[src/rtl/dsp_mac_pkg.sv]
// Shared constants, FSM state encoding and saturation-limit helpers for the
// dsp_mac dot-product engine (signed Q15.16 by default).
package dsp_mac_pkg;

  localparam int unsigned DSP_NB_DATA  = 32;
  localparam int unsigned DSP_NBF_DATA = 16;
  localparam int unsigned DSP_NB_LEN   = 5;

  typedef enum logic [1:0] {
    ST_IDLE  = 2'd0,
    ST_RUN   = 2'd1,
    ST_DRAIN = 2'd2,
    ST_DONE  = 2'd3
  } state_t;

  // Largest positive two's-complement value of an nb-bit word (nb <= 64).
  function automatic logic [63:0] sat_pos(input int unsigned nb);
    return (64'd1 << (nb - 1)) - 64'd1;
  endfunction

  // Most negative two's-complement value of an nb-bit word (nb <= 64).
  function automatic logic [63:0] sat_neg(input int unsigned nb);
    return 64'd1 << (nb - 1);
  endfunction

endpackage

[src/rtl/dsp_mac_if.sv]
// Operand/result bus of dsp_mac.
//   master : drives i_start, i_len, i_valid, i_a, i_b; observes the outputs
//   slave  : the MAC engine side
interface dsp_mac_if
  import dsp_mac_pkg::*;
#(
  parameter int unsigned NB_DATA = DSP_NB_DATA,
  parameter int unsigned NB_LEN  = DSP_NB_LEN
) ();

  logic               i_start;
  logic [NB_LEN-1:0]  i_len;
  logic               i_valid;
  logic [NB_DATA-1:0] i_a;
  logic [NB_DATA-1:0] i_b;
  logic               o_ready;
  logic [NB_DATA-1:0] o_result;
  logic               o_done;
  logic               o_busy;
  logic               o_ovf;

  modport master (
    output i_start, i_len, i_valid, i_a, i_b,
    input  o_ready, o_result, o_done, o_busy, o_ovf
  );

  modport slave (
    input  i_start, i_len, i_valid, i_a, i_b,
    output o_ready, o_result, o_done, o_busy, o_ovf
  );

endinterface

[src/rtl/mul_round_sat.sv]
// Combinational round-and-saturate of a 2*NB_DATA-bit signed product down to
// NB_DATA bits: add half an LSB, arithmetic shift by NBF_DATA (round half
// toward +inf), clamp to the signed NB_DATA range.
//   prod : full-width signed product
//   res  : rounded, saturated result
//   sat  : high when res was clamped
module mul_round_sat
  import dsp_mac_pkg::*;
#(
  parameter int unsigned NB_DATA  = DSP_NB_DATA,
  parameter int unsigned NBF_DATA = DSP_NBF_DATA
) (
  input  logic [2*NB_DATA-1:0] prod,
  output logic [NB_DATA-1:0]   res,
  output logic                 sat
);

  localparam int unsigned NB_PROD = 2 * NB_DATA;
  localparam int unsigned NB_EXT  = NB_PROD + 1;
  localparam int unsigned NB_HI   = NB_EXT - NB_DATA + 1;
  localparam logic [NB_EXT-1:0]  HALF    = NB_EXT'(1) << (NBF_DATA - 1);
  localparam logic [NB_DATA-1:0] SAT_POS = NB_DATA'(sat_pos(NB_DATA));
  localparam logic [NB_DATA-1:0] SAT_NEG = NB_DATA'(sat_neg(NB_DATA));

  logic signed [NB_EXT-1:0] rounded;
  logic signed [NB_EXT-1:0] shifted;
  logic [NB_HI-1:0]         hi;

  // One guard bit keeps the half-LSB add from wrapping.
  assign rounded = $signed({prod[NB_PROD-1], prod} + HALF);
  assign shifted = rounded >>> NBF_DATA;
  // Value fits when everything from the result sign bit upward is a sign copy.
  assign hi      = shifted[NB_EXT-1 -: NB_HI];

  always_comb begin
    res = shifted[NB_DATA-1:0];
    sat = 1'b0;
    if ((hi != '0) && (hi != '1)) begin
      sat = 1'b1;
      res = hi[NB_HI-1] ? SAT_NEG : SAT_POS;
    end
  end

endmodule

[src/rtl/dsp_mac.sv]
// Saturating signed fixed-point dot-product engine.
//   clk, rst : clock, synchronous active-high reset
//   bus      : slave side of dsp_mac_if
//     i_start/i_len start an operation of i_len pairs (sampled in IDLE only)
//     i_valid/o_ready handshake each (i_a, i_b) pair (o_ready high in RUN)
//     o_result holds the saturated accumulator, o_ovf flags any clamp,
//     o_done pulses once the final pair has been accumulated, o_busy = !IDLE
module dsp_mac
  import dsp_mac_pkg::*;
#(
  parameter int unsigned NB_DATA  = DSP_NB_DATA,
  parameter int unsigned NBF_DATA = DSP_NBF_DATA,
  parameter int unsigned NB_LEN   = DSP_NB_LEN
) (
  input logic     clk,
  input logic     rst,
  dsp_mac_if.slave bus
);

  localparam int unsigned NB_PROD = 2 * NB_DATA;
  localparam logic [NB_DATA-1:0] SAT_POS = NB_DATA'(sat_pos(NB_DATA));
  localparam logic [NB_DATA-1:0] SAT_NEG = NB_DATA'(sat_neg(NB_DATA));

  state_t               state;
  logic [NB_LEN-1:0]    len_q;
  logic [NB_LEN-1:0]    cnt;
  logic [NB_PROD-1:0]   prod_q;
  logic                 p1_valid;
  logic [NB_DATA-1:0]   acc;
  logic                 ovf;
  logic                 ready;
  logic                 done;
  logic                 busy;

  logic signed [NB_DATA-1:0] a_s;
  logic signed [NB_DATA-1:0] b_s;
  logic signed [NB_PROD-1:0] prod_c;
  logic                      accept_c;
  logic [NB_LEN-1:0]         cnt_inc_c;
  logic [NB_DATA-1:0]        rnd_c;
  logic                      sat_c;
  logic [NB_DATA:0]          sum_c;
  logic                      acc_ovf_c;
  logic [NB_DATA-1:0]        acc_next_c;

  assign a_s       = bus.i_a;
  assign b_s       = bus.i_b;
  assign prod_c    = NB_PROD'(a_s) * NB_PROD'(b_s);
  assign accept_c  = (state == ST_RUN) && ready && bus.i_valid;
  assign cnt_inc_c = cnt + NB_LEN'(1);

  mul_round_sat #(
    .NB_DATA  (NB_DATA),
    .NBF_DATA (NBF_DATA)
  ) u_round (
    .prod (prod_q),
    .res  (rnd_c),
    .sat  (sat_c)
  );

  // Sign-extended accumulate; differing top bits mean the sum left the range.
  assign sum_c      = {acc[NB_DATA-1], acc} + {rnd_c[NB_DATA-1], rnd_c};
  assign acc_ovf_c  = sum_c[NB_DATA] ^ sum_c[NB_DATA-1];
  assign acc_next_c = acc_ovf_c ? (sum_c[NB_DATA] ? SAT_NEG : SAT_POS)
                                : sum_c[NB_DATA-1:0];

  // Control FSM plus the two-stage multiply / accumulate pipeline.
  always_ff @(posedge clk) begin
    if (rst) begin
      state    <= ST_IDLE;
      len_q    <= '0;
      cnt      <= '0;
      prod_q   <= '0;
      p1_valid <= 1'b0;
      acc      <= '0;
      ovf      <= 1'b0;
      ready    <= 1'b0;
      done     <= 1'b0;
      busy     <= 1'b0;
    end else begin
      done     <= 1'b0;
      p1_valid <= accept_c;
      if (accept_c) prod_q <= prod_c;
      if (p1_valid) begin
        acc <= acc_next_c;
        if (sat_c || acc_ovf_c) ovf <= 1'b1;
      end

      case (state)
        ST_IDLE: begin
          if (bus.i_start) begin
            len_q <= bus.i_len;
            cnt   <= '0;
            acc   <= '0;
            ovf   <= 1'b0;
            busy  <= 1'b1;
            if (bus.i_len == '0) begin
              state <= ST_DONE;
              done  <= 1'b1;
            end else begin
              state <= ST_RUN;
              ready <= 1'b1;
            end
          end
        end
        ST_RUN: begin
          if (accept_c) begin
            cnt <= cnt_inc_c;
            if (cnt_inc_c == len_q) begin
              state <= ST_DRAIN;
              ready <= 1'b0;
            end
          end
        end
        // Stage 1 empty means stage 2 has taken the last product.
        ST_DRAIN: begin
          if (!p1_valid) begin
            state <= ST_DONE;
            done  <= 1'b1;
          end
        end
        ST_DONE: begin
          state <= ST_IDLE;
          busy  <= 1'b0;
        end
        default: state <= ST_IDLE;
      endcase
    end
  end

  assign bus.o_ready  = ready;
  assign bus.o_result = acc;
  assign bus.o_done   = done;
  assign bus.o_busy   = busy;
  assign bus.o_ovf    = ovf;

endmodule
[src/flat_wrapper.sv]
// flat-port wrapper written by rule: the top's interface ports become plain ports
module dsp_mac_flat import dsp_mac_pkg::*;
#(
  parameter int unsigned NB_DATA  = DSP_NB_DATA,
  parameter int unsigned NBF_DATA = DSP_NBF_DATA,
  parameter int unsigned NB_LEN   = DSP_NB_LEN
)
  (clk, rst, bus_i_start, bus_i_len, bus_i_valid, bus_i_a, bus_i_b, bus_o_ready, bus_o_result, bus_o_done, bus_o_busy, bus_o_ovf);
  dsp_mac_if #(.NB_DATA(NB_DATA), .NB_LEN(NB_LEN)) bus_i ();
  input logic clk;
  input logic rst;
  input wire logic [$bits(bus_i.i_start)-1:0] bus_i_start;
  input wire logic [$bits(bus_i.i_len)-1:0] bus_i_len;
  input wire logic [$bits(bus_i.i_valid)-1:0] bus_i_valid;
  input wire logic [$bits(bus_i.i_a)-1:0] bus_i_a;
  input wire logic [$bits(bus_i.i_b)-1:0] bus_i_b;
  output wire logic [$bits(bus_i.o_ready)-1:0] bus_o_ready;
  output wire logic [$bits(bus_i.o_result)-1:0] bus_o_result;
  output wire logic [$bits(bus_i.o_done)-1:0] bus_o_done;
  output wire logic [$bits(bus_i.o_busy)-1:0] bus_o_busy;
  output wire logic [$bits(bus_i.o_ovf)-1:0] bus_o_ovf;
  assign bus_i.i_start = bus_i_start;
  assign bus_i.i_len = bus_i_len;
  assign bus_i.i_valid = bus_i_valid;
  assign bus_i.i_a = bus_i_a;
  assign bus_i.i_b = bus_i_b;
  assign bus_o_ready = bus_i.o_ready;
  assign bus_o_result = bus_i.o_result;
  assign bus_o_done = bus_i.o_done;
  assign bus_o_busy = bus_i.o_busy;
  assign bus_o_ovf = bus_i.o_ovf;
  dsp_mac #(.NB_DATA(NB_DATA), .NBF_DATA(NBF_DATA), .NB_LEN(NB_LEN)) u_core (.clk(clk), .rst(rst), .bus(bus_i));
endmodule
[config.mk]
export PLATFORM = sky130hd
export DESIGN_NAME = dsp_mac_flat
export DESIGN_NICKNAME = d
export VERILOG_FILES = /design/src/rtl/dsp_mac_pkg.sv /design/src/rtl/dsp_mac_if.sv /design/src/rtl/mul_round_sat.sv /design/src/rtl/dsp_mac.sv /design/src/flat_wrapper.sv
export SDC_FILE = /design/constraint.sdc
export NUM_CORES = 2
export LEC_CHECK = 0
export CAP_MARGIN = 20
export CORE_MARGIN = 3
export CORE_UTILIZATION = 45
export DETAILED_ROUTE_END_ITERATION = 10
export PLACE_DENSITY_LB_ADDON = 0.08
export SLEW_MARGIN = 15
export SYNTH_ARGS = -nofsm -noshare
export SYNTH_HDL_FRONTEND = slang
export SYNTH_HIERARCHICAL = 1
export SYNTH_SLANG_ARGS = --single-unit
[constraint.sdc]
create_clock -name clk -period 21.9 [get_ports clk]
set_input_delay 5.475 -clock clk [delete_from_list [all_inputs] [get_ports clk]]
set_output_delay 5.475 -clock clk [all_outputs]
set_load 0.01 [all_outputs]
* Word-level counts from Yosys, hierarchy flattened *
Cells that the tools add are included.
W data, S select, Z words.

word-level totals
  register bits = 113
  output and inout bits = 36
  bits of input ports = 73

operators by class
  eq/ne operators = 10
  mux-type cells = 32
  bitwise logic cells = 1
  add/subtract/negate cells = 3
  reductions and logical operators = 14
  $mul = 1

operators with widths
  kind                      number
  $mux W32                  7
  $add A64 B17 Y65 const B  1
  $mul A32 B32 Y64          1
  $ne A34 B34 Y1 const B    1
  $reduce_bool A34 Y1       1
  $add A32 B32 Y33          1
  $mux W1                   13
  $mux W2                   5
  $mux W5                   2
  $pmux W5 S2               1
  $ne A2 B2 Y1 const B      4
  $pmux W2 S4               1
  $pmux W1 S2               3
  $add A5 B1 Y5 const B     1
  $eq A5 B5 Y1              1
  $logic_not A5 Y1          1
  $reduce_and A5 Y1         1
  $eq A2 B2 Y1 const B      2
  $reduce_and A2 Y1         2
  $reduce_and A4 Y1         1
  $reduce_bool A2 Y1        2
  $logic_and A1 B1 Y1       3
  $reduce_and A3 Y1         1
  $eq A2 B1 Y1 const B      1
  other kinds (4)           4

* Longest topological paths before layout *
  word-level depth = 11
  depth in mapped cells = 28
  gate-level depth less buffers = 27

* Modules after synthesis *
The synthesis kept the hierarchy.

modules (own cells, without submodules)
  module         sequential area each (um2)  area each (um2)  cells an instance  instances
  dsp_mac        2262.2                      42015.3          4604               1
  mul_round_sat  0.0                         1662.8           228                1

* Worst setup path after synthesis *
OpenSTA, ideal clock, no wires.

  path kind = in2reg
  from = in bus_i_a[31]
  to = reg u_core.prod_q[63]
  buffers on the path = 2
  required time = 21.783 ns
  path slack = 9.098 ns
  data arrival time = 12.685 ns
  cell stages on the path = 28
  path through = clkbuf_1 > nand2_1 > inv_1 > fa_1 > inv_1 > fa_1 > inv_1 > fa_1 > fa_1 > inv_1 > fa_1 > inv_1 > fa_1 > inv_1 > fa_1 > fa_1 > inv_1 > ha_1 > clkbuf_1 > a21oi_1 > o21bai_1 > a21o_1 > a21oi_1 > o21bai_1 > a211o_1 > o221ai_1 > xnor2_1 > a22o_1

between the ends
  cells in the longest elaborated chain, start to end = 1

ends and longest elaborated chain
  element                 line                text
  start: declaration      flat_wrapper.sv:15  input wire logic [$bits(bus_i.i_a)-1:0] bus_i_a;
  $mul A32 B32 Y64        dsp_mac.sv:48       assign prod_c = NB_PROD'(a_s) * NB_PROD'(b_s);
  end signal: assignment  dsp_mac.sv:83       if (accept_c) prod_q <= prod_c;
  end: declaration        dsp_mac.sv:27       logic [NB_PROD-1:0] prod_q;

No other way between the ends.
A chain may end at the register's enable or synchronous reset.

* Worst setup path after layout *
  from = in bus_i_b[5]
  to = reg u_core.prod_q[63]

between the ends
  cells in the longest elaborated chain, start to end = 1

ends and longest elaborated chain
  element             line                text
  start: declaration  flat_wrapper.sv:16  input wire logic [$bits(bus_i.i_b)-1:0] bus_i_b;
  $mul A32 B32 Y64    dsp_mac.sv:48

No other way between the ends.

==> impl_metrics.ini <==
[synth]
syn_inst = 4756
syn_area_sq_um = 43100
yosys_warnings = 6
synth_area_per_cell_sq_um = 9.05
mappedNetlistNets = 6134

[run]
drv.max_cap_violation_count = 0

[cts]
clock_insertion_delay_worst_skew_ns = 0.36
cts_max_level = 3
cts_post_setup_buffers_inserted = 0
cts_tree = yes
cts_inserted_buffers = 9
post_cts_resize_count = 0
clock_sinks = 98
cts-root-to-sink-buffers = 2
post_cts_hold_buffer_count = 0
cts.root.buffer_cell = clkbuf_16
clk_transition_reported_paths_ns = 0.08

[final_layout]
layout_common_cells = fa_1 (1083), inv_1 (1002), nand2_1 (630)
final_common_cell = fa_1
final_net_count = 6058
flow.area_growth_from_synthesis_pct = 5.43
finalCoreUtilization_pct = 48.2
finish.instance_area_sq_um = 45400
drive_gt1_share_pct = 2.92

[min_path]
hp-class = reg2reg
timing.hold.worst_path_depth = 2

[die]
die_footprint_sq_um = 99400
io_pins = 109
start_util_pct = 45.7
core_region_area_sq_um = 94200
die_x_um = 315
rows = 112
die-height_um = 315

[setup_path]
reg2reg_depth = 21
slowest_stage = fa_1
cpPeakStageDelay_ns = 0.91
critical_path.startpoint_type = input pin
timing.critical_path.to_type = register
timing.critical_path.arrival_ns = 13.83
path_class = in2reg
cell_type_group_with_the_largest_total_delay_on_the_critical_path = adder cells
crit_cells = 28
timing.critical_path.required_ns = 22.15
critical-path-top-cell-by-count = fa_1
critical_path.n_buffers_inverters = 9
timing.critical_path.fanout_max = 32

[routing]
top_layer = met4
drt_drc_violations_left = 0
drt-met1-wl_um = 53400
dr_wl_met2_um = 55100
wirelength_um = 115000
via_per_inst = 5.19
drt_pass1_iterations = 5
drtIter0Drc = 1501
dr_total_vias = 30800
met3WireLength_um = 4380
detail-route-antenna-nets = 0
route.detailed.wl_per_inst_um = 19.3

[global_route]
globalRouteOverflowTotal = 0
gr-usage-all-layers_pct = 23.9
grt_antenna_before_repair = 2
grt_first_pass_wirelength_um = 188000
vias_in_the_first_global_route = 33100
largest_net_degree_at_the_start_of_global_routing = 65

[sta]
holdWs_ns = 0.477
max_freq_mhz = 73.6
report.final.setup_viol = 0
final_hold_viol_count = 0
slew_headroom_pct = 37.6
slew_violations = 0
rsz_0062_raised_after_global_routing = no
post-route-period-util_pct = 62.0
tns_ns = 0
fin_crit_ns = 13.58
worst_clock_skew_ns = 0.0143
timing_worst_slew_pin_value_ns = 0.937

[place]
routability_driven_placement_congestion_ratio = 0.864
io_buffer_count = 108
hpwl_um = 93800
post_dp_cell_area_sq_um = 45100

[outcome]
outcome = complete, no violations
==> through the flow <==
| step | setup WS, ns | std cells |
|---|---|---|
| global placement | 7.89 | 5923 |
| CTS | 8.26 | 5939 |
| finish | 8.32 | 5940 |
| detailed placement | 7.90 | 5923 |
| floorplan | 9.10 | 4756 |
| global route | 7.70 | 5940 |
==> cell type report <==
| cell class | count | area (sq um) |
|---|---|---|
| Multi-Input combinational cell | 3400 | 36300 |
| Clock buffer | 9 | 225 |
| Sequential cell | 98 | 1960 |
| Clock inverter | 7 | 73.8 |
| Fill cell | 9174 | 48800 |
| Tap cell | 1254 | 1570 |
| Timing Repair Buffer | 169 | 1480 |
| Antenna cell | 1 | 2.50 |
| Inverter | 1002 | 3760 |
==> worst min-delay path: stages, from the launching register on <==
cell,delay [ns]
dfxtp_1,0.33
nand2_1,0.06
a21oi_1,0.05
==> state kept, by name, summed over array words and instances (netlist names) <==
| name | cells |
|---|---|
| u_core/prod_q | 49 |
| u_core/p1_valid | 1 |
| u_core/state | 2 |
| u_core/bus.o_ready | 1 |
| u_core/len_q | 5 |
| u_core/bus.o_done | 1 |
| u_core/bus.o_busy | 1 |
| u_core/cnt | 5 |
| u_core/bus.o_result | 32 |
| u_core/bus.o_ovf | 1 |
==> metal layers <==
layer / up-vias / global-route usage, %
met2: 635 / 39.9
met3: 92 / 2.14
met4: 0 / 3.39
met5: - / 0
li1: 14100 / -
met1: 16000 / 35.0
==> worst paths after layout <==
check	startpoint	to	slack (ns)
worst min-delay path	u_core/len_q[1]$_SDFFE_PP0P_	u_core/len_q[1]$_SDFFE_PP0P_	0.48
worst min register to register	u_core/len_q[1]$_SDFFE_PP0P_	u_core/len_q[1]$_SDFFE_PP0P_	0.48
worst max register to register	u_core/prod_q[15]$_SDFFE_PP0P_	u_core/bus.o_result[7]$_SDFF_PP0_	14.23
worst max-delay path	bus_i_b[5]	u_core/prod_q[63]$_SDFFE_PP0P_	8.32
Power is not shown: default switching activity piles up to over one toggle a cycle in this logic, so the estimate is an artifact.
